[src/rtl/vga_timing_pkg.sv]
// Shared timing constants for the raster generator: default 800x600 @ 60 Hz
// (40 MHz pixel clock), derived totals/sync starts, and the count width.
package vga_timing_pkg;

  localparam int CNT_W = 11;

  localparam int H_ACTIVE_DEF = 800;
  localparam int H_FP_DEF     = 40;
  localparam int H_SYNC_DEF   = 128;
  localparam int H_BP_DEF     = 88;
  localparam int V_ACTIVE_DEF = 600;
  localparam int V_FP_DEF     = 1;
  localparam int V_SYNC_DEF   = 4;
  localparam int V_BP_DEF     = 23;

  localparam int H_TOTAL_DEF      = H_ACTIVE_DEF + H_FP_DEF + H_SYNC_DEF + H_BP_DEF;
  localparam int V_TOTAL_DEF      = V_ACTIVE_DEF + V_FP_DEF + V_SYNC_DEF + V_BP_DEF;
  localparam int H_SYNC_START_DEF = H_ACTIVE_DEF + H_FP_DEF;
  localparam int V_SYNC_START_DEF = V_ACTIVE_DEF + V_FP_DEF;

  // Half-open window test lo <= val < hi, done at count width.
  function automatic logic in_range(input logic [CNT_W-1:0] val,
                                    input logic [CNT_W-1:0] lo,
                                    input logic [CNT_W-1:0] hi);
    return (val >= lo) && (val < hi);
  endfunction

endpackage

[src/rtl/vga_timing_gen_if.sv]
// Raster bus from the timing generator to the rendering pipeline.
// There is no valid/ready handshake: the bus is a free-running stream that
// updates on every enabled pixel clock, and every field is valid in every
// cycle; consumers cannot stall it.
interface vga_timing_gen_if;
  import vga_timing_pkg::*;

  logic [CNT_W-1:0] hcount_out;
  logic [CNT_W-1:0] vcount_out;
  logic             hsync_out;
  logic             vsync_out;
  logic             hblnk_out;
  logic             vblnk_out;
  logic             frame_start;
  logic [7:0]       frame_cnt;

  modport master (
    output hcount_out, vcount_out, hsync_out, vsync_out,
    output hblnk_out, vblnk_out, frame_start, frame_cnt
  );

  modport slave (
    input hcount_out, vcount_out, hsync_out, vsync_out,
    input hblnk_out, vblnk_out, frame_start, frame_cnt
  );
endinterface

[src/rtl/vga_timing_gen_mod_counter.sv]
// Generic wrap-at-limit counter: counts 0..LIMIT-1 while enabled, exposes the
// value it will take on the next edge and a carry on the wrapping edge.
module mod_counter
  import vga_timing_pkg::*;
#(
  parameter int WIDTH = CNT_W,
  parameter int LIMIT = H_TOTAL_DEF
) (
  input  logic             clk,
  input  logic             rst,
  input  logic             en,
  output logic [WIDTH-1:0] count,
  output logic [WIDTH-1:0] next_count,
  output logic             carry
);

  localparam logic [WIDTH-1:0] LAST = WIDTH'(LIMIT - 1);

  assign carry = en && (count == LAST);

  // Next value: wrap on carry, increment when enabled, otherwise hold.
  always_comb begin
    next_count = count;
    if (en) begin
      next_count = carry ? '0 : count + WIDTH'(1);
    end
  end

  // Count register with asynchronous clear.
  always_ff @(posedge clk or posedge rst) begin
    if (rst) begin
      count <= '0;
    end else begin
      count <= next_count;
    end
  end

endmodule

[src/rtl/vga_timing_gen.sv]
// Raster timing generator: free-running h/v counters plus registered sync,
// blanking and start-of-frame outputs derived from the next counter values so
// they line up with the counts in the same cycle.
module vga_timing_gen
  import vga_timing_pkg::*;
#(
  parameter int H_ACTIVE = H_ACTIVE_DEF,
  parameter int H_FP     = H_FP_DEF,
  parameter int H_SYNC   = H_SYNC_DEF,
  parameter int H_BP     = H_BP_DEF,
  parameter int V_ACTIVE = V_ACTIVE_DEF,
  parameter int V_FP     = V_FP_DEF,
  parameter int V_SYNC   = V_SYNC_DEF,
  parameter int V_BP     = V_BP_DEF,
  parameter bit SYNC_POL = 1'b1
) (
  input  logic              clk,
  input  logic              rst,
  input  logic              en,
  vga_timing_gen_if.master  bus
);

  localparam int H_TOTAL = H_ACTIVE + H_FP + H_SYNC + H_BP;
  localparam int V_TOTAL = V_ACTIVE + V_FP + V_SYNC + V_BP;

  localparam logic [CNT_W-1:0] H_BLNK_START = CNT_W'(H_ACTIVE);
  localparam logic [CNT_W-1:0] V_BLNK_START = CNT_W'(V_ACTIVE);
  localparam logic [CNT_W-1:0] H_SYNC_START = CNT_W'(H_ACTIVE + H_FP);
  localparam logic [CNT_W-1:0] H_SYNC_END   = CNT_W'(H_ACTIVE + H_FP + H_SYNC);
  localparam logic [CNT_W-1:0] V_SYNC_START = CNT_W'(V_ACTIVE + V_FP);
  localparam logic [CNT_W-1:0] V_SYNC_END   = CNT_W'(V_ACTIVE + V_FP + V_SYNC);

  localparam logic SYNC_ON  = SYNC_POL;
  localparam logic SYNC_OFF = ~SYNC_POL;

  // Reject timings that do not fit the 11-bit counters or have empty regions.
  if (H_TOTAL > 2048 || V_TOTAL > 2048 ||
      H_ACTIVE < 1 || H_FP < 1 || H_SYNC < 1 || H_BP < 1 ||
      V_ACTIVE < 1 || V_FP < 1 || V_SYNC < 1 || V_BP < 1) begin : g_bad_timing
    $error("vga_timing_gen: timing parameters out of range");
  end

  logic [CNT_W-1:0] h_cnt, h_next, v_cnt, v_next;
  logic             h_carry, v_carry;
  logic             frame_wrap;

  mod_counter #(.WIDTH(CNT_W), .LIMIT(H_TOTAL)) u_h_cnt (
    .clk        (clk),
    .rst        (rst),
    .en         (en),
    .count      (h_cnt),
    .next_count (h_next),
    .carry      (h_carry)
  );

  mod_counter #(.WIDTH(CNT_W), .LIMIT(V_TOTAL)) u_v_cnt (
    .clk        (clk),
    .rst        (rst),
    .en         (en & h_carry),
    .count      (v_cnt),
    .next_count (v_next),
    .carry      (v_carry)
  );

  // Both counters wrapping together means the next cycle is (0,0) of a new frame.
  assign frame_wrap = h_carry & v_carry;

  logic       hblnk_q, vblnk_q, hsync_q, vsync_q, frame_start_q;
  logic [7:0] frame_cnt_q;

  // Status registers follow the next counter values; frame_start is a
  // single-cycle strobe that is dropped whenever counting is paused.
  always_ff @(posedge clk or posedge rst) begin
    if (rst) begin
      hblnk_q       <= 1'b0;
      vblnk_q       <= 1'b0;
      hsync_q       <= SYNC_OFF;
      vsync_q       <= SYNC_OFF;
      frame_start_q <= 1'b0;
      frame_cnt_q   <= '0;
    end else if (en) begin
      hblnk_q       <= (h_next >= H_BLNK_START);
      vblnk_q       <= (v_next >= V_BLNK_START);
      hsync_q       <= in_range(h_next, H_SYNC_START, H_SYNC_END) ? SYNC_ON : SYNC_OFF;
      vsync_q       <= in_range(v_next, V_SYNC_START, V_SYNC_END) ? SYNC_ON : SYNC_OFF;
      frame_start_q <= frame_wrap;
      if (frame_wrap) begin
        frame_cnt_q <= frame_cnt_q + 8'd1;
      end
    end else begin
      frame_start_q <= 1'b0;
    end
  end

  assign bus.hcount_out  = h_cnt;
  assign bus.vcount_out  = v_cnt;
  assign bus.hsync_out   = hsync_q;
  assign bus.vsync_out   = vsync_q;
  assign bus.hblnk_out   = hblnk_q;
  assign bus.vblnk_out   = vblnk_q;
  assign bus.frame_start = frame_start_q;
  assign bus.frame_cnt   = frame_cnt_q;

endmodule
[src/flat_wrapper.sv]
// flat-port wrapper written by rule: the top's interface ports become plain ports
module vga_timing_gen_flat import vga_timing_pkg::*;
#(
  parameter int H_ACTIVE = H_ACTIVE_DEF,
  parameter int H_FP     = H_FP_DEF,
  parameter int H_SYNC   = H_SYNC_DEF,
  parameter int H_BP     = H_BP_DEF,
  parameter int V_ACTIVE = V_ACTIVE_DEF,
  parameter int V_FP     = V_FP_DEF,
  parameter int V_SYNC   = V_SYNC_DEF,
  parameter int V_BP     = V_BP_DEF,
  parameter bit SYNC_POL = 1'b1
)
  (clk, rst, en, bus_hcount_out, bus_vcount_out, bus_hsync_out, bus_vsync_out, bus_hblnk_out, bus_vblnk_out, bus_frame_start, bus_frame_cnt);
  vga_timing_gen_if bus_i ();
  input  logic clk;
  input  logic rst;
  input  logic en;
  output wire logic [$bits(bus_i.hcount_out)-1:0] bus_hcount_out;
  output wire logic [$bits(bus_i.vcount_out)-1:0] bus_vcount_out;
  output wire logic [$bits(bus_i.hsync_out)-1:0] bus_hsync_out;
  output wire logic [$bits(bus_i.vsync_out)-1:0] bus_vsync_out;
  output wire logic [$bits(bus_i.hblnk_out)-1:0] bus_hblnk_out;
  output wire logic [$bits(bus_i.vblnk_out)-1:0] bus_vblnk_out;
  output wire logic [$bits(bus_i.frame_start)-1:0] bus_frame_start;
  output wire logic [$bits(bus_i.frame_cnt)-1:0] bus_frame_cnt;
  assign bus_hcount_out = bus_i.hcount_out;
  assign bus_vcount_out = bus_i.vcount_out;
  assign bus_hsync_out = bus_i.hsync_out;
  assign bus_vsync_out = bus_i.vsync_out;
  assign bus_hblnk_out = bus_i.hblnk_out;
  assign bus_vblnk_out = bus_i.vblnk_out;
  assign bus_frame_start = bus_i.frame_start;
  assign bus_frame_cnt = bus_i.frame_cnt;
  vga_timing_gen #(.H_ACTIVE(H_ACTIVE), .H_FP(H_FP), .H_SYNC(H_SYNC), .H_BP(H_BP), .V_ACTIVE(V_ACTIVE), .V_FP(V_FP), .V_SYNC(V_SYNC), .V_BP(V_BP), .SYNC_POL(SYNC_POL)) u_core (.clk(clk), .rst(rst), .en(en), .bus(bus_i));
endmodule
[config.mk]
export PLATFORM = sky130hd
export DESIGN_NAME = vga_timing_gen_flat
export DESIGN_NICKNAME = d
export VERILOG_FILES = /design/src/rtl/vga_timing_pkg.sv /design/src/rtl/vga_timing_gen_if.sv /design/src/rtl/vga_timing_gen_mod_counter.sv /design/src/rtl/vga_timing_gen.sv /design/src/flat_wrapper.sv
export SDC_FILE = /design/constraint.sdc
export NUM_CORES = 1
export LEC_CHECK = 0
export BUFFER_PORTS_ARGS = -buffer_cell sky130_fd_sc_hd__buf_2
export CAP_MARGIN = 20
export CORE_ASPECT_RATIO = 1.2
export CORE_MARGIN = 5
export CORE_UTILIZATION = 55
export DETAILED_ROUTE_END_ITERATION = 7
export PLACE_DENSITY = 0.83
export SLEW_MARGIN = 20
export SYNTH_ARGS = -nofsm -noshare
export SYNTH_HDL_FRONTEND = slang
export SYNTH_SLANG_ARGS = --single-unit
[constraint.sdc]
create_clock -name clk -period 3.1 [get_ports clk]
set_input_delay 0.465 -clock clk [delete_from_list [all_inputs] [get_ports clk]]
set_output_delay 0.465 -clock clk [all_outputs]
set_load 0.01 [all_outputs]
## Word-level counts from Yosys, hierarchy flattened

Cells that the tools add are included.

- Bits of input ports: 3
- Logic and storage cells: 33
- Register bits: 35
- Output and inout port bits: 35

- Add/sub/neg operators: 3
- Eq/ne operators: 2
- Reductions and logical operators: 5
- Bitwise logic cells: 2
- Multiplexer cells: 7
- Order comparisons: 6

Operator list:

| kind | number |
|---|---|
| $ge 11x10->1 const B | 4 |
| $mux 11 | 4 |
| $add 11x1->11 const B | 2 |
| $lt 11x10->1 const B | 2 |
| $eq 11x10->1 const B | 1 |
| $eq 11x11->1 const B | 1 |
| $add 8x1->8 const B | 1 |
| $logic_and 1x1->1 | 4 |
| $mux 1 | 3 |
| $and 1x1->1 | 2 |
| $reduce_and 2->1 | 1 |

## Longest topological paths before layout

Gate-level depths: netlist of the first run.

- Depth after elaboration: 9
- Depth in mapped cells: 9
- Gate-level depth less buffers: 7

## By module

Synthesis of the first run repeated with hierarchy kept, for this count alone.

- Cells, all modules: 166
- Area, all modules: 1773.0 um2

Modules (own cells, without submodules):

| module | times used | cells an instance | seq. area each (um2) | area an instance (um2) |
|---|---|---|---|---|
| vga_timing_gen | 1 | 56 | 325.3 | 649.4 |
| mod_counter at u_core.u_v_cnt | 1 | 57 | 275.3 | 570.5 |
| mod_counter at u_core.u_h_cnt | 1 | 53 | 275.3 | 553.0 |

## Least setup slack after synthesis of the first run

OpenSTA, ideal clock, no wires.

- Path type: flip-flop to flip-flop
- Start: register u_core.u_h_cnt.count[5]
- End: register u_core.vsync_q, in the netlist u_core.bus.vsync_out
- Data arrival time: 2563 ps
- Buffers on the path: 1
- Setup time: 92 ps
- Clock period less this slack: 2655 ps
- Slack: 445 ps
- Stages on the path, launching flop included: 8
- Required time: 3008 ps
- Cells stage by stage: dfrtp_1 -> or4b_1 -> or4_4 -> buf_6 -> or4_1 -> xor2_1 -> o2111ai_1 -> o31ai_2

- Word-level cells in the longest chain between the ends: 9
- Elaborated cells on any way between the ends: 10
- Classes of those cells: order compare: 2; eq/ne: 1; mux: 3; bitwise: 1; reduce/logical: 3

RTL lines:

| item | RTL line | RTL |
|---|---|---|
| start: declaration | vga_timing_gen_mod_counter.sv:12 | `output logic [WIDTH-1:0] count,` |
| start signal: assignment | vga_timing_gen_mod_counter.sv:34 | `count <= next_count;` |
| $eq 11x11->1 (*) | vga_timing_gen_mod_counter.sv:19 | `assign carry = en && (count == LAST);` |
| $logic_and 1x1->1 (*) | vga_timing_gen_mod_counter.sv:19 |  |
| $and 1x1->1 (*) | vga_timing_gen.sv:59 | `.en (en & h_carry),` |
| $logic_and 1x1->1 | vga_timing_gen_mod_counter.sv:19 |  |
| $mux 11 | vga_timing_gen_mod_counter.sv:25 | `next_count = carry ? '0 : count + WIDTH'(1);` |
| $mux 11 (*) | vga_timing_gen_mod_counter.sv:24 | `if (en) begin` |
| $ge 11x10->1 or $lt 11x10->1 (tied branches) | vga_timing_pkg.sv:25 | `return (val >= lo) && (val < hi);` |
| $logic_and 1x1->1 (*) | vga_timing_pkg.sv:25 |  |
| $mux 1 (*) | vga_timing_gen.sv:85 | `vsync_q <= in_range(v_next, V_SYNC_START, V_SYNC_END) ? SYNC_ON : SYNC_OFF;` |
| end signal: assignment | vga_timing_gen.sv:85 |  |
| end: declaration | vga_timing_gen.sv:68 | `logic hblnk_q, vblnk_q, hsync_q, vsync_q, frame_start_q;` |

Every way passes the cells marked *; elsewhere a longest branch is shown, timed or not.
A chain may end at the register's enable or synchronous reset.

## Worst setup path after layout of the first run

Same ends and word-level chain as after synthesis.

==> flow_summary_export.csv, run 1 <==
group,metric,value,unit
run_status,status,"finished clean",
synthesis,synth_warnings,0,
synthesis,ys_seq_elements,35,
placed_design,pre_cts_ws,0.329,ns
placed_design,gp_congestion,0.886,
finish,drive_gt1_frac,0.257,
sta,worst_pin_slew,0.616,ns
grt,grt_pass1_vias,1625,
sta,fin_hold_ws,0.239,ns
finish,area.sequential,876,sq um
clocking,cts.clk_slew.worst_paths,0.07,ns
synthesis,synth_nets,207,
critical_path,worst-path-max-fanout,13,
finish,fillers,291,
detailed_routing,wire_per_inst,15.9,um
detailed_routing,drt-initial-drc-count,118,
clocking,clk_latency,0.29,ns
placed_design,dp_hpwl,3340,um
synthesis,post_synth_main_area_contributors,"dfrtp_1, xnor2_1, nand2_1",
critical_path,crit_required,3.30,ns
synthesis,yosys-top-cells-count,"dfrtp_1, nand2_1, xnor2_1",
synthesis,syn_area,0.00195,sq mm
die,rows,23,
synthesis,yosysUniqueCellTypes,48,
finish,antennaDiodeCount,0,
grt,grt_max_degree,21,
clocking,clockBufferDepth,2,
sta,fmax,0.362,GHz
detailed_routing,num_vias,1700,
clocking,cts_root_buf,"clkbuf_8",
die,dieWidth,64.4,um
die,die-area,0.00485,sq mm
sta,max_slew_margin,0.589,
placed_design,portBuffers,37,
clocking,htreeDepth,2,
synthesis,ys_seq_area_frac,0.448,
synthesis,post-synth-top-count-cell,"dfrtp_1",
detailed_routing,dr.pass1.iters,4,
detailed_routing,ant_nets,0,
sta,hold_violations,0,
die,core_area,0.00340,sq mm
critical_path,arrival,2.96,ns
detailed_routing,drc_errors,0,
synthesis,ys.flop_type,"dfrtp_1",
power,power.density,547,mW/mm^2
synthesis,synthCells,201,
die,initial_core_util,0.576,
synthesis,synth_edf_count,0,
sta,tns,0,ns
clocking,post-cts-setup-buffer-count,0,
die,die_y,75.3,um
finish,multi_input_area,995,sq um
sta,fin_crit_sh,0.890,
critical_path,reg2reg_depth,6,
grt,grt_pass1_wl,7570,um
critical_path,critical_path_class,"register to register",
sta,rsz0062_at_grt,"false",
clocking,ctsHoldBuffers,0,
synthesis,yosysTopAreaCell,"dfrtp_1",
critical_path,r2r_end,"u_core.bus.vsync_out",
detailed_routing,viasPerCell,6.03,
sta,setup_viol,0,
critical_path,r2r-start,"u_core.u_h_cnt.count[5]",
run,maxCapViolations,0,
synthesis,async_reset_ff_frac,1.00,
sta,slew_violations,0,
grt,grt-ovfl-total,0,
power,finalPower,0.00126,W
clocking,cts_tree,"done",
power,vdd_drop_max,0.373,mV
synthesis,syn_area_per_cell,9.72,sq um
finish,postLayoutCoreUtil,0.680,
critical_path,start_kind,"register",
grt,grt_usage,0.204,
clocking,post_cts_resized,0,
sta,fin_crit,2.76,ns
grt,antenna_found_initial,0,
detailed_routing,drt_wl_total,4490,um
finish,finalNetCount,250,
power,power.leakage,1.09,nW
critical_path,regToRegSetupSlack,0.34,ns
sta,finalWorstSetupSlack,0.341,ns
worst_hold_path,min_path_type,"input pin to async pin",
clocking,numCtsBuffers,5,
synthesis,synth_top_cell_area_share,0.448,
die,ios,38,
sta,fin_skew,0.00425,ns
critical_path,end_kind,"register",
finish,synthToLayoutAreaGrowth,18.2,%
clocking,cts.sinks,35,
-- final cells by class --
class	count	area share
Timing Repair Buffer	42	0.0964
Multi-Input combinational cell	150	0.431
Sequential cell	35	0.379
Clock inverter	2	0.0260
Tap cell	37	0.0200
Clock buffer	6	0.0314
Inverter	10	0.0163
-- per-layer routing --
layer  share of wire  track usage  vias to the layer above
li1                -            -                      808
met1            0.42        0.259                      809
met2            0.49        0.323                       66
met3           0.055       0.0531                       17
met4           0.033        0.113                        0
met5               0            0                        -
-- kinds of logic (layout without fill, tap and decap cells) --
kind of cell             after synthesis  after routing  share of synthesized area
AO/OA/AOI/OAI                         32             32                      0.120
XOR/XNOR                              25             25                      0.112
adder cells (fa/ha/maj)                3              3                     0.0192
buffers and inverters                 16             60                     0.0429
flip-flops                            35             35                      0.448
multiplexers                           2              2                     0.0115
AND/OR/NAND/NOR                       88             88                      0.246
-- worst max-delay path, cell delays in order, from the launching register on --
cell,delay (ns)
dfrtp_1,0.44
or4b_1,0.58
or4_4,0.53
or4_4,0.56
a22oi_1,0.16
nand4b_1,0.16
o31ai_2,0.25
-- per-stage QoR --
stage                     instance area, sq um  instances
after global placement                    2180        274
after detailed placement                  2180        274
after floorplan                           1950        201
final                                     2310        282
after CTS                                 2310        282
after global routing                      2310        282
-- flip-flops by register name (all words and copies together) (netlist names) --
name	flops
u_core.u_h_cnt.count	11
u_core.bus.hblnk_out	1
u_core.bus.vblnk_out	1
u_core.bus.hsync_out	1
u_core.bus.frame_start	1
u_core.u_v_cnt.count	11
u_core.bus.vsync_out	1
u_core.bus.frame_cnt	8
-- power breakdown --
part | switching [W] | leakage [nW] | internal (W)
registers | 0.0000674 | 0.460 | 0.000501
logic | 0.000116 | 0.570 | 0.0000930
clock network | 0.000164 | 0.0654 | 0.000321
-- cells in the final DEF, fill, tap and decap left out, types with 5 or more instances in the layout --
cell type	Yosys	layout
buf_4	0	5
buf_2	1	37
nand2_1	21	21
o21ai_0	5	5
xor2_1	7	7
nand3_1	11	11
nor3_1	5	5
xnor2_1	18	18
nor2_1	16	16
dfrtp_1	35	35
nand4_1	5	5
clkbuf_8	0	5
inv_1	10	10
-- worst max path at each step --
stage	from	slack, ns	endpoint
after floorplan	u_core.u_h_cnt.count[5]	0.45	u_core.bus.vsync_out
after global placement	en	0.38	u_core.bus.vsync_out
after detailed placement	en	0.33	u_core.bus.vsync_out
after CTS	u_core.u_h_cnt.count[5]	0.34	u_core.bus.vsync_out
after global routing	u_core.u_h_cnt.count[5]	0.22	u_core.bus.vsync_out
final	u_core.u_h_cnt.count[5]	0.34	u_core.bus.vsync_out
(Power assumes the default switching activity.)
==> inputs of run 2 (changes only) <==
Settings changed: CORE_UTILIZATION 55 to 40, PLACE_DENSITY 0.83 to 0.64, SETUP_SLACK_MARGIN set to 0.5.
==> flow_summary_export.csv, run 2 (synthesized netlist as in run 1, its figures left out) <==
group,metric,value,unit
critical_path,worst-path-max-fanout,7,
sta,tns,0,ns
placed_design,pre_cts_ws,0.340,ns
clocking,clk_latency,0.29,ns
clocking,cts_root_buf,"clkbuf_8",
clocking,numCtsBuffers,5,
die,dieWidth,73.8,um
power,cell_internal_pwr,0.000766,W
sta,fin_crit_sh,0.820,
die,ios,38,
sta,finalWorstSetupSlack,0.557,ns
clocking,ctsHoldBuffers,0,
power,vdd_drop_max,0.204,mV
detailed_routing,drt_wl_total,4680,um
finish,layout_common_cells,"buf_2, dfrtp_1, nand2_1",
power,power.density,464,mW/mm^2
die,core_area,0.00466,sq mm
sta,hold_violations,0,
sta,fmax,0.393,GHz
placed_design,portBuffers,37,
detailed_routing,viasPerCell,5.53,
grt,grt_max_degree,21,
critical_path,worstPathCellList,"or4b_4 > or4_4 > buf_6 > or4_1 > o21ai_2 > o21ai_1 > a41oi_1",
critical_path,arrival,2.75,ns
power,share_comb_of_total_power,0.210,
sta,max_slew_margin,0.499,
detailed_routing,num_vias,1737,
power,power.leakage,1.13,nW
finish,drive_gt1_frac,0.324,
finish,layout_commonest_cell,"buf_2",
critical_path,crit_required,3.31,ns
sta,slew_violations,0,
run_status,status,"finished clean",
power,p_seq_frac,0.504,
critical_path,end_kind,"register",
detailed_routing,dr.pass1.iters,5,
die,rows,27,
finish,antennaDiodeCount,0,
sta,fin_crit,2.54,ns
sta,fin_skew,0.00434,ns
detailed_routing,ant_nets,0,
detailed_routing,wire_per_inst,14.9,um
critical_path,max_stage_delay,0.55,ns
critical_path,critical_path_class,"register to register",
clocking,cts.sinks,35,
clocking,clockBufferDepth,2,
power,sw_frac_of_total,0.316,
worst_hold_path,min_path_type,"input pin to async pin",
grt,grt_pass1_wl,7530,um
die,initial_core_util,0.419,
grt,grt_usage,0.151,
power,pwr-share-clk,0.286,
grt,antenna_found_initial,0,
placed_design,gp_congestion,0.812,
finish,fillers,482,
critical_path,start_kind,"register",
critical_path,slowest_stage,"or4b_4",
grt,grt_pass1_vias,1644,
power,p_sw,0.000354,W
critical_path,cp_top_family,"simple AND/OR/NAND/NOR gates",
sta,fin_hold_ws,0.297,ns
die,die-area,0.00639,sq mm
sta,rsz0062_at_grt,"true",
clocking,cts_tree,"done",
clocking,htreeDepth,2,
placed_design,dp_hpwl,3380,um
grt,grt-ovfl-total,0,
finish,synthToLayoutAreaGrowth,23.6,%
sta,worst_pin_slew,0.750,ns
critical_path,cp_num_buf_inv,1,
run,maxCapViolations,0,
sta,setup_viol,0,
detailed_routing,drt-initial-drc-count,48,
die,die_y,86.6,um
clocking,cts.clk_slew.worst_paths,0.07,ns
detailed_routing,drc_errors,0,
finish,finalNetCount,261,
==> run 2: cell count changes in the layout (fill, tap and decap cells not counted), moves of 2 or more <==
cell	before	now
o311ai_0	2	0
nor3_1	5	3
buf_4	5	15
bufinv_16	2	0
nor3_2	0	2
==> run 2: repair_timing <==
| item | 4_1_cts | 5_1_grt |
|---|---|---|
| resized for setup | 5 | 4 |
| pin swaps | 4 | 1 |
| setup buffers | 9 | 0 |
| endpoints found under the setup margin | 2 | 4 |
| hold endpoints to repair | 0 | 0 |
==> run 2: cell type report <==
class	count	area (sq um)	share of cell area
multi-input cells	150	1030	0.428
flip-flops and latches	35	877	0.363
repair buffers	53	309	0.128
clock buffers	6	72.6	0.0300
well taps	58	72.6	0.0300
inverters	10	37.5	0.0155
clock inverters	2	12.5	0.00518
==> run 2: power by group through the flow <==
| stage | registers [W] | logic, W | clock network, W |
|---|---|---|---|
| floorplan | 0.000588 | 0.000117 | 0 |
| global placement | 0.000575 | 0.000211 | 0 |
| detailed placement | 0.000580 | 0.000210 | 0 |
| CTS | 0.000561 | 0.000234 | 0.000332 |
| global route | 0.000570 | 0.000270 | 0.000354 |
| finish | 0.000565 | 0.000235 | 0.000320 |
==> run 2: layer usage <==
metal / part of all wire / track usage / up-vias / wire (um)
met2: 0.49 / 0.242 / 53 / 2290
met3: 0.052 / 0.0360 / 10 / 243
met5: 0 / 0 / - / 0
li1: - / - / 826 / -
met1: 0.44 / 0.190 / 848 / 2040
met4: 0.022 / 0.0692 / 0 / 104
==> run 2: stage by stage <==
stage | instance area (sq um) | std cells | utilization | power (W)
3_3_place_gp | 2230 | 297 | 0.479 | 0.000785
3_5_place_dp | 2230 | 297 | 0.479 | 0.000790
5_1_grt | 2420 | 314 | 0.518 | 0.00119
2_1_floorplan | 1970 | 201 | - | 0.000705
4_1_cts | 2400 | 314 | 0.514 | 0.00113
6_report | 2420 | 314 | 0.518 | 0.00112
==> run 2: final timing paths <==
path / slack, ns / end / startpoint / depth (start not counted)
max: 0.56 / u_core.bus.vblnk_out / u_core.u_h_cnt.count[6] / 7
max in group asynchronous: 2.07 / u_core.u_h_cnt.count[5] / rst / 3
max reg2reg: 0.56 / u_core.bus.vblnk_out / u_core.u_h_cnt.count[6] / 7
min reg2reg: 0.48 / u_core.bus.frame_cnt[7] / u_core.bus.frame_cnt[7] / 1
min: 0.30 / u_core.u_h_cnt.count[2] / rst / 2
min in group clk: 0.48 / u_core.bus.frame_cnt[7] / u_core.bus.frame_cnt[7] / 1
==> inputs of run 3 (changes only) <==
Clock period 3.1 ns to 2.6 ns, I/O delays scaled along.
==> flow_summary_export.csv, run 3 (synthesized netlist as in run 1, its figures left out) <==
group,metric,value,unit
sta,finalWorstSetupSlack,0.0727,ns
sta,rsz0062_at_grt,"true",
critical_path,worstPathCellList,"or4b_4 > or4_4 > buf_2 > o311ai_2 > o21ai_2 > o21a_1 > o31ai_2",
critical_path,end_kind,"register",
critical_path,max_stage_delay,0.53,ns
grt,grt_max_degree,24,
detailed_routing,num_vias,1768,
power,pwr-share-clk,0.278,
placed_design,dp_hpwl,3460,um
grt,grt_use_met2,0.257,
power,power.leakage,1.25,nW
worst_hold_path,min_path_type,"input pin to async pin",
placed_design,gp_congestion,0.848,
grt,grt_pass1_wl,8180,um
grt,grt_pass1_vias,1754,
grt,grt-ovfl-total,0,
power,cell_internal_pwr,0.000939,W
sta,max_slew_margin,0.404,
clocking,ctsHoldBuffers,0,
finish,antennaDiodeCount,0,
power,p_sw,0.000421,W
die,die-area,0.00639,sq mm
clocking,clockBufferDepth,2,
clocking,clk_latency,0.28,ns
die,dieWidth,73.8,um
grt,met3_usage,0.0325,
clocking,cts_root_buf,"clkbuf_8",
finish,synthToLayoutAreaGrowth,34.8,%
finish,finalNetCount,276,
placed_design,portBuffers,37,
clocking,cts.sinks,35,
power,share_comb_of_total_power,0.241,
die,die_y,86.6,um
detailed_routing,drt-initial-drc-count,65,
clocking,cts.clk_slew.worst_paths,0.07,ns
run,maxCapViolations,0,
critical_path,crit_required,2.80,ns
finish,layout_common_cells,"buf_2, dfrtp_1, buf_4",
power,sw_frac_of_total,0.310,
die,core_area,0.00466,sq mm
die,rows,27,
clocking,htreeDepth,2,
critical_path,cp_top_family,"simple AND/OR/NAND/NOR gates",
sta,fin_crit,2.53,ns
grt,use_met1,0.217,
detailed_routing,drt_wl_total,4900,um
detailed_routing,viasPerCell,5.37,
finish,fillers,408,
die,ios,38,
detailed_routing,wire_per_inst,14.9,um
clocking,numCtsBuffers,5,
grt,grt.busiest_layer,"met2",
detailed_routing,ant_nets,0,
power,vdd_drop_max,0.320,mV
clocking,cts_tree,"done",
sta,worst_pin_slew,0.893,ns
sta,fin_skew,0.00660,ns
critical_path,critical_path_class,"register to register",
run_status,status,"finished clean",
sta,hold_violations,0,
detailed_routing,drc_errors,0,
placed_design,dp_cells,305,
sta,slew_violations,0,
critical_path,slowest_stage,"or4b_4",
sta,fin_crit_sh,0.972,
sta,setup_viol,0,
grt,grt_usage,0.161,
power,p_seq_frac,0.481,
sta,fmax,0.396,GHz
finish,layout_commonest_cell,"buf_2",
critical_path,cp_num_buf_inv,1,
finish,final_cells,329,
grt,antenna_found_initial,0,
power,power.density,516,mW/mm^2
power,finalPower,0.00136,W
critical_path,start_kind,"register",
die,initial_core_util,0.419,
finish,drive_gt1_frac,0.399,
placed_design,pre_cts_ws,0.0593,ns
critical_path,arrival,2.73,ns
critical_path,worst-path-max-fanout,6,
detailed_routing,dr.pass1.iters,4,
[run 3: cell type report]
| cell class | count | area, sq um | area share |
|---|---|---|---|
| timing repair buffer | 68 | 438 | 0.166 |
| inverter | 10 | 37.5 | 0.0142 |
| multi-input combinational | 150 | 1130 | 0.428 |
| sequential | 35 | 877 | 0.333 |
| clock inverter | 1 | 5.00 | 0.00190 |
| clock buffer | 7 | 76.3 | 0.0290 |
| tap | 58 | 72.6 | 0.0275 |
[run 3: through the flow]
step                      setup TNS [ns]  cell area [sq um]  hold slack, ns   util
after floorplan                        0               1980           0.507      -
after global placement                 0               2310           0.457  0.495
after detailed placement               0               2310           0.461  0.495
after CTS                              0               2450           0.317  0.526
after global routing             -0.0321               2640           0.381  0.565
final                                  0               2640           0.291  0.565
[run 3: what timing repair did]
item	4_1_cts	5_1_grt
buffers inserted	6	10
cloned	0	0
pin swaps	2	5
endpoints found under the setup margin	12	21
resized for setup	6	21
[run 3: power by group through the flow]
stage / registers (W) / logic [W] / clock network (W)
finish: 0.000654 / 0.000328 / 0.000378
global placement: 0.000662 / 0.000321 / 0
global route: 0.000665 / 0.000366 / 0.000416
CTS: 0.000654 / 0.000330 / 0.000394
detailed placement: 0.000665 / 0.000328 / 0
floorplan: 0.000701 / 0.000140 / 0
[run 3: path summary, 6_finish.rpt]
kind | startpoint | to | slack [ns] | cells past startpoint
max | u_core.u_h_cnt.count[6] | u_core.bus.vsync_out | 0.07 | 7
min | rst | u_core.u_h_cnt.count[4] | 0.29 | 2
max reg2reg | u_core.u_h_cnt.count[6] | u_core.bus.vsync_out | 0.07 | 7
min reg2reg | u_core.bus.frame_cnt[7] | u_core.bus.frame_cnt[7] | 0.47 | 1
max in group asynchronous | rst | u_core.u_v_cnt.count[6] | 1.66 | 3
min in group clk | u_core.bus.frame_cnt[7] | u_core.bus.frame_cnt[7] | 0.47 | 1
[run 3: worst reg2reg max path: cells and delay by family (launching register included)]
family,cells,cell delay [ns]
AO/OA/AOI/OAI,4,0.86
buffers and inverters,1,0.19
AND/OR/NAND/NOR,2,1.01
flip-flops,1,0.38
[run 3: metal layers]
metal,part of all wire,up-vias
met5,0,-
met4,0.014,0
met3,0.055,8
met2,0.48,47
met1,0.45,843
li1,-,870
